### src/rtl/dmem_arb_pkg.sv
// rtl/dmem_arb_pkg.sv - shared types and constants for the data-memory arbiter
package dmem_arb_pkg;

  // Arbiter FSM: plain round-robin, or port 1 holding a locked burst
  typedef enum logic {
    IDLE  = 1'b0,
    LOCK1 = 1'b1
  } arb_state_e;

  localparam int unsigned WORD_BYTES    = 8;
  localparam int unsigned LOCK_MAX_DEF  = 16;
  localparam int unsigned MEM_WORDS_DEF = 1024;

endpackage

### src/rtl/rr_arbiter2.sv
// rtl/rr_arbiter2.sv - two-input round-robin grant with priority overrides
module rr_arbiter2 (
  input  logic req0,
  input  logic req1,
  input  logic last,   // 1: port 1 was granted most recently
  input  logic pri0,   // port 0 wins outright when requesting
  input  logic pri1,   // port 1 wins outright when requesting (below pri0)
  output logic gnt0,
  output logic gnt1
);

  // Overrides first, then alternate on a tie, else grant the lone requester
  always_comb begin
    gnt0 = 1'b0;
    gnt1 = 1'b0;
    if (pri0 && req0) begin
      gnt0 = 1'b1;
    end else if (pri1 && req1) begin
      gnt1 = 1'b1;
    end else if (req0 && req1) begin
      gnt0 = last;
      gnt1 = !last;
    end else begin
      gnt0 = req0;
      gnt1 = req1;
    end
  end

endmodule

### src/rtl/dmem_arbiter.sv
// rtl/dmem_arbiter.sv - two-master data-memory arbiter with port-1 lock and fault check
module dmem_arbiter
  import dmem_arb_pkg::*;
#(
  parameter int unsigned MEM_WORDS = MEM_WORDS_DEF,
  parameter int unsigned LOCK_MAX  = LOCK_MAX_DEF
) (
  input  logic        clk,
  input  logic        rst_n,
  input  logic        m0_req,
  input  logic        m1_req,
  input  logic        m0_we,
  input  logic        m1_we,
  input  logic [63:0] m0_addr,
  input  logic [63:0] m1_addr,
  input  logic [63:0] m0_wdata,
  input  logic [63:0] m1_wdata,
  input  logic        m1_lock,
  output logic        m0_gnt,
  output logic        m1_gnt,
  output logic        m0_rvalid,
  output logic        m1_rvalid,
  output logic [63:0] m0_rdata,
  output logic [63:0] m1_rdata,
  output logic        m0_err,
  output logic        m1_err,
  output logic        mem_read,
  output logic        mem_write,
  output logic [63:0] mem_address,
  output logic [63:0] mem_write_data,
  input  logic [63:0] mem_read_data
);

  localparam int unsigned CNT_W = $clog2(LOCK_MAX + 1);
  localparam logic [CNT_W-1:0] CNT_MAX = CNT_W'(LOCK_MAX);
  localparam logic [63:0] ADDR_LIMIT = 64'(MEM_WORDS) * 64'(WORD_BYTES);

  arb_state_e       state_q, state_d;
  logic [CNT_W-1:0] cnt_q, cnt_d;
  logic             last_q, last_d;
  logic             m0_rvalid_q, m0_rvalid_d, m1_rvalid_q, m1_rvalid_d;
  logic             m0_err_q, m0_err_d, m1_err_q, m1_err_d;
  logic [63:0]      m0_rdata_q, m0_rdata_d, m1_rdata_q, m1_rdata_d;

  logic        pri0, pri1, any_gnt, fault, access_ok, rd_ok;
  logic        sel_we;
  logic [63:0] sel_addr, sel_wdata;

  // Port 1 owns the memory while locked; an exhausted lock hands the next slot to port 0
  assign pri1 = (state_q == LOCK1);
  assign pri0 = (state_q == LOCK1) && (cnt_q >= CNT_MAX);

  rr_arbiter2 u_rr (
    .req0 (m0_req),
    .req1 (m1_req),
    .last (last_q),
    .pri0 (pri0),
    .pri1 (pri1),
    .gnt0 (m0_gnt),
    .gnt1 (m1_gnt)
  );

  // Route the granted port to memory; faults and idle cycles keep the bus quiet
  always_comb begin
    any_gnt        = m0_gnt | m1_gnt;
    sel_we         = m1_gnt ? m1_we    : m0_we;
    sel_addr       = m1_gnt ? m1_addr  : m0_addr;
    sel_wdata      = m1_gnt ? m1_wdata : m0_wdata;
    fault          = (sel_addr[2:0] != 3'b000) || (sel_addr >= ADDR_LIMIT);
    access_ok      = any_gnt && !fault;
    rd_ok          = access_ok && !sel_we;
    mem_read       = rd_ok;
    mem_write      = access_ok && sel_we;
    mem_address    = access_ok ? sel_addr : 64'd0;
    mem_write_data = (access_ok && sel_we) ? sel_wdata : 64'd0;
  end

  // Next state: lock FSM, saturating lock counter, round-robin pointer, responses
  always_comb begin
    state_d     = state_q;
    cnt_d       = cnt_q;
    last_d      = any_gnt ? m1_gnt : last_q;
    m0_rvalid_d = m0_gnt;
    m1_rvalid_d = m1_gnt;
    m0_err_d    = m0_gnt && fault;
    m1_err_d    = m1_gnt && fault;
    m0_rdata_d  = (m0_gnt && rd_ok) ? mem_read_data : 64'd0;
    m1_rdata_d  = (m1_gnt && rd_ok) ? mem_read_data : 64'd0;
    case (state_q)
      IDLE: begin
        if (m1_gnt && m1_lock) begin
          state_d = LOCK1;
          cnt_d   = CNT_W'(1);
        end else begin
          cnt_d   = '0;
        end
      end
      LOCK1: begin
        if ((pri0 && m0_req) || !m1_lock || !m1_req) begin
          state_d = IDLE;
          cnt_d   = '0;
        end else if (m1_gnt && (cnt_q < CNT_MAX)) begin
          cnt_d   = cnt_q + CNT_W'(1);
        end
      end
      default: begin
        state_d = IDLE;
        cnt_d   = '0;
      end
    endcase
  end

  // All state and registered outputs; reset drops any in-flight response
  always_ff @(posedge clk or negedge rst_n) begin
    if (!rst_n) begin
      state_q     <= IDLE;
      cnt_q       <= '0;
      last_q      <= 1'b1;
      m0_rvalid_q <= 1'b0;
      m1_rvalid_q <= 1'b0;
      m0_err_q    <= 1'b0;
      m1_err_q    <= 1'b0;
      m0_rdata_q  <= 64'd0;
      m1_rdata_q  <= 64'd0;
    end else begin
      state_q     <= state_d;
      cnt_q       <= cnt_d;
      last_q      <= last_d;
      m0_rvalid_q <= m0_rvalid_d;
      m1_rvalid_q <= m1_rvalid_d;
      m0_err_q    <= m0_err_d;
      m1_err_q    <= m1_err_d;
      m0_rdata_q  <= m0_rdata_d;
      m1_rdata_q  <= m1_rdata_d;
    end
  end

  assign m0_rvalid = m0_rvalid_q;
  assign m1_rvalid = m1_rvalid_q;
  assign m0_err    = m0_err_q;
  assign m1_err    = m1_err_q;
  assign m0_rdata  = m0_rdata_q;
  assign m1_rdata  = m1_rdata_q;

endmodule
### config.mk
export PLATFORM = sky130hd
export DESIGN_NAME = dmem_arbiter
export DESIGN_NICKNAME = d
export VERILOG_FILES = /design/src/rtl/dmem_arb_pkg.sv /design/src/rtl/rr_arbiter2.sv /design/src/rtl/dmem_arbiter.sv
export SDC_FILE = /design/constraint.sdc
export NUM_CORES = 1
export LEC_CHECK = 0
export BUFFER_PORTS_ARGS = -buffer_cell sky130_fd_sc_hd__buf_2
export CAP_MARGIN = 20
export CORE_AREA = 2 2 230 232
export DETAILED_ROUTE_END_ITERATION = 10
export DIE_AREA = 0 0 232 234
export PLACE_DENSITY = 0.37
export SYNTH_ARGS = -nofsm -noshare
export SYNTH_HDL_FRONTEND = slang
export SYNTH_SLANG_ARGS = --single-unit
### constraint.sdc
create_clock -name clk -period 2.7 [get_ports clk]
set_clock_uncertainty 0.1 [all_clocks]
set_input_delay 0.405 -clock clk [delete_from_list [all_inputs] [get_ports clk]]
set_output_delay 0.405 -clock clk [all_outputs]
set_load 0.01 [all_outputs]
# After elaboration in Yosys (flattened, before gate mapping)
# Cells that the tools add are included.
# W data, S select, Z words.
dict set report classes {
  addsub 1
  magnitude_cmp 3
  n_eq_ne 1
  mux 20
  bitwise_logic 2
  reduce_logical 22
}
# op n
set op_table {}
lappend op_table {{$mux W64} 6}
lappend op_table {{$ge A64 B14 Y1 const B} 1}
lappend op_table {{$logic_and A1 B1 Y1} 13}
lappend op_table {{$mux W1} 10}
lappend op_table {{$mux W5} 2}
lappend op_table {{$pmux W5 S2} 1}
lappend op_table {{$add A5 B1 Y5 const B} 1}
lappend op_table {{$ge A5 B5 Y1 const B} 1}
lappend op_table {{$logic_not A1 Y1} 5}
lappend op_table {{$lt A5 B5 Y1 const B} 1}
lappend op_table {{$logic_or A1 B1 Y1} 3}
lappend op_table {{$ne A3 B1 Y1 const B} 1}
lappend op_table {{$reduce_bool A3 Y1} 1}
lappend op_table {{$pmux W1 S2} 1}
lappend op_table {{$not A1 Y1} 1}
lappend op_table {{$or A1 B1 Y1} 1}
dict set report totals {
  regBits 139
  in_bits 327
  out_inout_bits 264
  word_cells 58
}

# Depth between registers and ports, before layout
# Gate-level depths: netlist (run 1).
dict set report logic_depth {
  word_depth 12
  depth_mapped 8
  depth_no_buf 6
}

# Hierarchy
# Synthesis (run 1) repeated with hierarchy kept, for this count alone.
dict set report hier_totals {
  cells_unflattened 620
  area_unflattened_um2 6516.2
}
# mod instances cells_each area_per_inst_um2
set by_module_without_submodules {}
lappend by_module_without_submodules {dmem_arbiter 1 615 6478.7}
lappend by_module_without_submodules {rr_arbiter2 1 5 37.5}

# Worst setup path before layout (run 1)
# No wires, ideal clock.
dict set report synth_timing {
  kind {flip-flop to output port}
  startpoint {register state_q, in the netlist pri1}
  endpoint {output mem_write_data[54]}
  arrival_ns 1.974
  slack_ns 0.221
  stages_incl_launch_ff 8
  n_path_buf 2
  path_cell_list {dfrtp_1 > mux2i_1 > o2111ai_1 > nor4_1 > a22oi_1 > clkbuf_1 > buf_2 > a21oi_1}
}
dict set report synth_via {
  elab_chain_cells 10
  word_cells_on_any_way 18
  cone_classes {1 x order compare; 8 x mux; 1 x bitwise; 8 x reduce/logical}
}
# item line_no
set synth_rtl {}
lappend synth_rtl {{start, declared} dmem_arbiter.sv:38} ;# arb_state_e state_q, state_d;
lappend synth_rtl {{start signal, assigned} dmem_arbiter.sv:126} ;# state_q <= state_d;
lappend synth_rtl {{$logic_and A1 B1 Y1 (on tied branches)} {rr_arbiter2.sv:18, dmem_arbiter.sv:51}}
lappend synth_rtl {{$mux W1 / $logic_and A1 B1 Y1 (equally long branches)} {rr_arbiter2.sv:18, rr_arbiter2.sv:16}}
lappend synth_rtl {{$mux W1} rr_arbiter2.sv:16} ;# if (pri0 && req0) begin
lappend synth_rtl {{$mux W64} dmem_arbiter.sv:67} ;# sel_addr = m1_gnt ? m1_addr : m0_addr;
lappend synth_rtl {{$ge A64 B14 Y1 / $reduce_bool A3 Y1 (equally long branches)} dmem_arbiter.sv:69} ;# fault = (sel_addr[2:0] != 3'b000) || (sel_addr >= ADDR_LIMIT);
lappend synth_rtl {{$logic_or A1 B1 Y1} dmem_arbiter.sv:69}
lappend synth_rtl {{$logic_not A1 Y1} dmem_arbiter.sv:70} ;# access_ok = any_gnt && !fault;
lappend synth_rtl {{$logic_and A1 B1 Y1} dmem_arbiter.sv:70}
lappend synth_rtl {{$logic_and A1 B1 Y1} dmem_arbiter.sv:75} ;# mem_write_data = (access_ok && sel_we) ? sel_wdata : 64'd0;
lappend synth_rtl {{$mux W64 *} dmem_arbiter.sv:75}
lappend synth_rtl {{end, declared} dmem_arbiter.sv:30} ;# output logic [63:0] mem_write_data,
# Mark *: on every way between the ends. The rest lies on a longest branch, timed or not.

# Worst setup path after layout (run 1)
dict set report layout_timing {
  startpoint {register last_q}
  endpoint {output mem_write_data[3]}
}
dict set report layout_via {
  elab_chain_cells 11
  word_cells_on_any_way 18
  cone_classes {1 x order compare; 10 x mux; 1 x bitwise; 6 x reduce/logical}
}
# item line_no
set layout_rtl {}
lappend layout_rtl {{start, declared} dmem_arbiter.sv:40} ;# logic last_q, last_d;
lappend layout_rtl {{start signal, assigned} dmem_arbiter.sv:128} ;# last_q <= last_d;
lappend layout_rtl {{$logic_not A1 Y1} rr_arbiter2.sv:22} ;# gnt1 = !last;
lappend layout_rtl {{$mux W1} rr_arbiter2.sv:20} ;# end else if (req0 && req1) begin
lappend layout_rtl {{$mux W1} rr_arbiter2.sv:18} ;# end else if (pri1 && req1) begin
lappend layout_rtl {{$mux W1} rr_arbiter2.sv:16}
lappend layout_rtl {{$mux W64} dmem_arbiter.sv:67}
lappend layout_rtl {{$ge A64 B14 Y1 / $reduce_bool A3 Y1 (equally long branches)} dmem_arbiter.sv:69}
lappend layout_rtl {{$logic_or A1 B1 Y1} dmem_arbiter.sv:69}
lappend layout_rtl {{$logic_not A1 Y1} dmem_arbiter.sv:70}
lappend layout_rtl {{$logic_and A1 B1 Y1} dmem_arbiter.sv:70}
lappend layout_rtl {{$logic_and A1 B1 Y1} dmem_arbiter.sv:75}
lappend layout_rtl {{$mux W64 *} dmem_arbiter.sv:75}
# Marks and branches as above.

==> flow_metrics.env, run 1 <==
export IMPL_critical_path_class="flip-flop to output pin"
export IMPL_fin_ws_ps=-448
export IMPL_cts_sinks=139
export IMPL_finalCriticalPeriod_ps=3150
export IMPL_grt_usage=0.143
export IMPL_grt_pass1_wl_mm=55.3
export IMPL_cp_required_ps=2190
export IMPL_core_rowCount=84
export IMPL_use_met1=0.163
export IMPL_power_density_nw_per_um2=441
export IMPL_cp_depth=10
export IMPL_dp_slack_ps=-741
export IMPL_ys_types=39
export IMPL_critPathBufInv=5
export IMPL_clkSlewWorstSetupHoldPaths_ps=70
export IMPL_worstHoldStart="mem_read_data[21]"
export IMPL_end_kind="output pin"
export IMPL_dr_pass1_iters=4
export IMPL_synth_xor_area_frac=0.00261
export IMPL_dpl_hpwl_mm=31.6
export IMPL_synth_area_sq_um=6720
export IMPL_setup_viol=76
export IMPL_num_fill_cells=5787
export IMPL_grt_max_degree=65
export IMPL_hold_depth=3
export IMPL_synth_edf_count=0
export IMPL_cts_tree="built"
export IMPL_drtIter0Drc=337
export IMPL_drv_slew=0
export IMPL_crit_path_frequent_cell="buf_6"
export IMPL_drv_cap=0
export IMPL_grt_pass1_vias=7729
export IMPL_fin_nets=1663
export IMPL_max_clock_freq_mhz=318
export IMPL_final_hold_viol_count=0
export IMPL_postRouteAntennaNets=0
export IMPL_min_period_over_period=1.17
export IMPL_muxShareOfSynthArea=0.00316
export IMPL_multiInputGateArea_sq_um=3480
export IMPL_drive_above_1_share=0.574
export IMPL_vdd_drop_max_mv=0.356
export IMPL_use_met2=0.259
export IMPL_crit_arrival_ps=2640
export IMPL_ys_ff_latch=139
export IMPL_rsz0062_at_grt="true"
export IMPL_yosys_warnings=0
export IMPL_io_buffers=536
export IMPL_ys_flop_type="dfrtp_1"
export IMPL_power_total_w=0.00550
export IMPL_holdPathEnd="m0_rdata[21]"
export IMPL_async_reset_ff_frac=1.00
export IMPL_start_util=0.129
export IMPL_numCtsBuffers=17
export IMPL_yosysSeqAreaShare=0.517
export IMPL_yosys_area_share_simple=0.301
export IMPL_synth_most_common_cell="nand2_1"
export IMPL_crit_slowest_cell="dfstp_2"
export IMPL_synth_compound_area_share=0.0718
export IMPL_r2r_end="m1_rdata[5]"
export IMPL_fin_setup_tns_ps=-26300
export IMPL_antenna_found_initial=9
export IMPL_io_pins=591
export IMPL_cpPeakStageDelay_ps=560
export IMPL_leakagePower_nw=6.40
export IMPL_synthAdderAreaFrac=0.00186
export IMPL_path_max_fanout=17
export IMPL_wirelength_mm=40.7
export IMPL_finalWeightedCongestion=0.926
export IMPL_relSlewSlack=0.297
export IMPL_yosysTopAreaCell="dfrtp_1"
export IMPL_busiest_layer="met2"
export IMPL_clockBufferDepth=2
export IMPL_ys_top_cells_by_count="nand2_1 (220), dfrtp_1 (138), a21oi_1 (76), nor2_1 (71), nor4_1 (56)"
export IMPL_ff_latch_area_sq_um=3480
export IMPL_placeableCoreArea_sq_um=52000
export IMPL_r2r_start="pri1"
export IMPL_route_detailed_drc=0
export IMPL_violations="setup timing"
export IMPL_die_area_sq_um=54300
export IMPL_vias_per_cell=3.81
export IMPL_worstMarginPinSlew_ps=1050
export IMPL_cp_start_kind="flip-flop"
export IMPL_rrSetupSlack_ps=140
export IMPL_rr_worst_depth=11
export IMPL_syn_to_final_growth_pct=85.6
export IMPL_hold_path_class="primary input to flip-flop"
export IMPL_fp_dieW_um=232
export IMPL_syn_inst=757
export IMPL_synth_top_area_frac=0.514
export IMPL_run_status="finished, violations left"
export IMPL_grt_overflow_total=0
export IMPL_path_cells="buf_6 -> mux2_4 -> o211ai_1 -> buf_4 -> a211oi_2 -> a22oi_2 -> buf_12 -> buf_6 -> a21oi_1 -> buf_2"
export IMPL_synth_top_family_by_area="simple AND/OR/NAND/NOR gates"
export IMPL_insertion_delay_ps=440
export IMPL_synthTopCellsByArea="dfrtp_1 (51%), nand2_1 (12%), nor4_2 (6.5%)"
export IMPL_vias=7756
export IMPL_fin_util=0.240
export IMPL_wl_per_cell_um=20.0
export IMPL_die_h_um=234
export IMPL_htree_levels=4
export IMPL_postSynthAreaPerCell_sq_um=8.88
export IMPL_crit_family="buffers and inverters"
export IMPL_root_buffer="clkbuf_16"
export IMPL_gr_usage_met3=0.0367
==> kinds of logic after synthesis <==
logic type               count (synthesis)
XOR/XNOR                                 2
multiplexers                             2
other                                    1
AND/OR/NAND/NOR                        404
adder cells (fa/ha/maj)                  1
AO/OA/AOI/OAI                           89
flip-flops                             139
buffers and inverters                  119
==> worst reg2reg max path, delay by kind of cell, from the launching register on <==
kind,cells,cell delay [ps]
buffers and inverters,6,950
and+or+nand+nor,2,440
DFF,1,420
muxes,1,350
AOI/OAI and AO/OA,2,170
==> state kept, by name, summed over array words and instances (netlist names) <==
register and flops:
pri1 1, m1_err 1, last_q 1, m1_rdata 64
cnt_q 5, m0_err 1, m0_rvalid 1, m1_rvalid 1
m0_rdata 64
==> routing by layer <==
layer  part of all wire  wire (um)
met5             0.0020         81
met4              0.031       1260
met3              0.067       2730
met2               0.52      21200
met1               0.38      15400
==> worst max-delay path by stage <==
stage / start / endpoint
floorplan: pri1 / mem_write_data[54]
global placement: m1_addr[48] / mem_write_data[22]
detailed placement: m1_addr[48] / mem_write_data[22]
CTS: pri1 / mem_write_data[55]
global route: last_q / mem_write_data[16]
finish: last_q / mem_write_data[3]
==> area by class of cell <==
class / count / area share
repair buffers: 619 / 0.322
multi-input cells: 552 / 0.279
inverters: 6 / 0.00201
flip-flops and latches: 139 / 0.279
well taps: 688 / 0.0690
clock buffers: 18 / 0.0352
clock inverters: 14 / 0.0138
diodes: 1 / 0.000201
==> layout by cell type, fill, tap and decap left out, types with 2 or more instances in the layout <==
cell,n
clkinvlp_4,2
nor4_1,47
xor2_1,2
inv_6,6
nor4_2,44
clkbuf_16,20
inv_1,4
buf_16,6
nand2_2,4
nand2_4,3
buf_4,50
dfrtp_1,138
buf_2,488
nand4_1,8
a21oi_1,18
buf_12,14
a21oi_4,45
buf_6,54
and2_1,3
nor2_1,71
bufinv_16,2
a21oi_2,13
nand2_1,213
nor3_1,4
inv_8,4
conb_1,54
buf_8,2
==> power by group <==
part           internal, W  leakage [nW]  switching, W  total, W
logic             0.000352          4.17      0.000597  0.000950
registers          0.00210          1.93    0.00000789   0.00210
clock network      0.00143         0.297       0.00102   0.00245
==> what timing repair did <==
| action | in CTS | in global routing |
|---|---|---|
| buffers inserted | 12 | 12 |
| hold buffers | 1 | 0 |
| pin swaps | 7 | 3 |
| resized for setup | 131 | 99 |
| hold endpoints to repair | 37 | 0 |
| setup endpoints to repair | 138 | 133 |
| cloned | 6 | 4 |
==> metrics by stage <==
step	hold WS [ps]	instances	cell area, sq um
2_1_floorplan	9.41	810	6920
3_3_place_gp	263	1974	10300
3_5_place_dp	267	1974	10300
4_1_cts	74.0	2021	11800
5_1_grt	108	2037	12500
6_report	121	2037	12500
Note: power is estimated with default switching activity, not from simulation.
==> run 2: changes to the inputs <==
--- a/config.mk
+++ b/config.mk
@@ -10,7 +10,7 @@
 export CORE_AREA = 2 2 230 232
 export DETAILED_ROUTE_END_ITERATION = 10
 export DIE_AREA = 0 0 232 234
-export PLACE_DENSITY = 0.37
+export PLACE_DENSITY_LB_ADDON = 0.05
 export SYNTH_ARGS = -nofsm -noshare
 export SYNTH_HDL_FRONTEND = slang
 export SYNTH_SLANG_ARGS = --single-unit
==> run 2 against run 1 <==
- the flow still finishes with violations (setup timing)
- routed wire length increased by 3.6%
- utilization down 1.1 points
- sequential power hardly changed
- first-iteration DRC count shrank 23%
- die area did not move
- final area shrank 4.5%
- hold slack lost 17 ps
- sequential share of layout area is 1.3 points higher
- clock-buffer cell count up 1
- fmax rose by 2.6%
- non-clock buffer count down 26
- critical endpoint is now mem_write_data[42]
- largest power group unchanged
- highest routed layer unchanged
==> flow_metrics.env, run 2 (synthesis results as in run 1) <==
export IMPL_final_cell_mix="buf_2 (497), nand2_1 (219), dfrtp_1 (138)"
export IMPL_min_period_over_period=1.14
export IMPL_place_inst=1959
export IMPL_dp_slack_ps=-397
export IMPL_intPower_w=0.00392
export IMPL_io_buffers=536
export IMPL_grt_overflow_total=0
export IMPL_rrSetupSlack_ps=190
export IMPL_placeableCoreArea_sq_um=52000
export IMPL_route_detailed_drc=0
export IMPL_path_max_fanout=11
export IMPL_violations="setup timing"
export IMPL_die_area_sq_um=54300
export IMPL_leakagePower_nw=6.22
export IMPL_critical_path_class="flip-flop to output pin"
export IMPL_postRouteAntennaNets=0
export IMPL_run_status="finished, violations left"
export IMPL_vias_per_cell=3.75
export IMPL_max_clock_freq_mhz=326
export IMPL_htree_levels=4
export IMPL_numCtsBuffers=17
export IMPL_root_buffer="clkbuf_16"
export IMPL_worstMarginPinSlew_ps=967
export IMPL_p_seq_frac=0.384
export IMPL_cts_tree="built"
export IMPL_crit_slowest_cell="dfrtp_1"
export IMPL_crit_family="buffers and inverters"
export IMPL_critPathBufInv=5
export IMPL_io_pins=591
export IMPL_antenna_found_initial=19
export IMPL_start_util=0.129
export IMPL_final_hold_viol_count=0
export IMPL_grt_pass1_vias=8027
export IMPL_cp_required_ps=2190
export IMPL_relSlewSlack=0.356
export IMPL_drv_slew=0
export IMPL_cp_start_kind="flip-flop"
export IMPL_setup_viol=76
export IMPL_grt_max_degree=86
export IMPL_insertion_delay_ps=440
export IMPL_dpl_hpwl_mm=31.8
export IMPL_vdd_drop_max_mv=0.382
export IMPL_cts_sinks=139
export IMPL_core_rowCount=84
export IMPL_syn_to_final_growth_pct=77.2
export IMPL_fin_ws_ps=-369
export IMPL_clkSlewWorstSetupHoldPaths_ps=70
export IMPL_die_h_um=234
export IMPL_wl_per_cell_um=20.9
export IMPL_final_common_cell="buf_2"
export IMPL_rsz0062_at_grt="true"
export IMPL_cpPeakStageDelay_ps=420
export IMPL_dr_pass1_iters=4
export IMPL_pwr_share_clk=0.457
export IMPL_num_fill_cells=5876
export IMPL_power_density_nw_per_um2=460
export IMPL_drive_above_1_share=0.557
export IMPL_switchingPower_w=0.00155
export IMPL_drv_cap=0
export IMPL_fin_cells=2019
export IMPL_fin_nets=1637
export IMPL_finalCriticalPeriod_ps=3070
export IMPL_path_cells="buf_6 -> mux2_4 -> o211ai_1 -> a211oi_2 -> a22oi_2 -> buf_6 -> buf_12 -> a21oi_1 -> buf_4 -> buf_2"
export IMPL_drtIter0Drc=258
export IMPL_crit_arrival_ps=2560
export IMPL_p_comb_frac=0.160
export IMPL_vias=7562
export IMPL_swShare=0.284
export IMPL_fp_dieW_um=232
export IMPL_hold_path_class="primary input to flip-flop"
export IMPL_finalWeightedCongestion=0.793
export IMPL_wirelength_mm=42.2
export IMPL_grt_usage=0.148
export IMPL_crit_path_frequent_cell="buf_6"
export IMPL_clockBufferDepth=2
export IMPL_grt_pass1_wl_mm=57.5
export IMPL_end_kind="output pin"
run 2: worst register-to-register path, cell delays in order, from the launching register on:
cell and delay, ps:
dfrtp_1 400, mux2i_2 270, buf_4 170, o21ai_4 80
buf_4 180, buf_16 180, nor3_2 310, o22ai_4 140
buf_12 200, nor4_1 350
run 2: repair_timing:
action / CTS / global route
setup buffers: 8 / 3
gates cloned: 4 / 4
endpoints found under the setup margin: 87 / 78
gates resized for setup: 122 / 46
endpoints found under the hold margin: 20 / 0
pin swaps: 6 / 0
hold buffers: 1 / 0
run 2: power groups by stage:
| stage | Combinational, W | Sequential (W) | Clock [W] |
|---|---|---|---|
| after floorplan | 0.000364 | 0.00214 | 0 |
| final | 0.000874 | 0.00210 | 0.00250 |
| after detailed placement | 0.000785 | 0.00214 | 0 |
| after global routing | 0.000968 | 0.00210 | 0.00270 |
| after global placement | 0.000800 | 0.00214 | 0 |
| after CTS | 0.000867 | 0.00210 | 0.00261 |
run 2: layout make-up:
type | instances | area (sq um) | area share
well taps | 688 | 861 | 0.0722
inverters | 6 | 25.0 | 0.00210
flip-flops and latches | 139 | 3480 | 0.292
clock buffers | 19 | 453 | 0.0380
multi-input cells | 552 | 3280 | 0.276
diodes | 9 | 22.5 | 0.00189
clock inverters | 13 | 164 | 0.0138
repair buffers | 593 | 3630 | 0.304
run 2: layer usage:
layer	global-route usage	share of wire	wire length [um]
met4	0.0703	0.038	1620
met1	0.160	0.37	15500
met2	0.262	0.51	21700
met5	0	0.0027	114
met3	0.0501	0.077	3250
run 2: path summary, 6_finish.rpt:
kind	from	endpoint	cells after the start
setup reg to reg	pri1	m1_rdata[37]	9
setup / recovery	pri1	mem_write_data[42]	10
hold reg to reg	cnt_q[3]	cnt_q[3]	2
min in group asynchronous	rst_n	m1_rdata[29]	2
max in group asynchronous	rst_n	m0_rdata[59]	3
hold / removal	mem_read_data[24]	m1_rdata[24]	3
run 2: per-stage QoR:
stage,util,TNS [ps],total power [W],cell area [sq um],hold slack (ps)
after floorplan,-,0,0.00251,6920,9.41
after global placement,0.197,-23340,0.00294,10300,185
after detailed placement,0.197,-19240,0.00293,10300,191
after CTS,0.222,-26180,0.00558,11600,67.3
after global routing,0.229,-30250,0.00577,11900,78.5
final,0.229,-22250,0.00548,11900,104
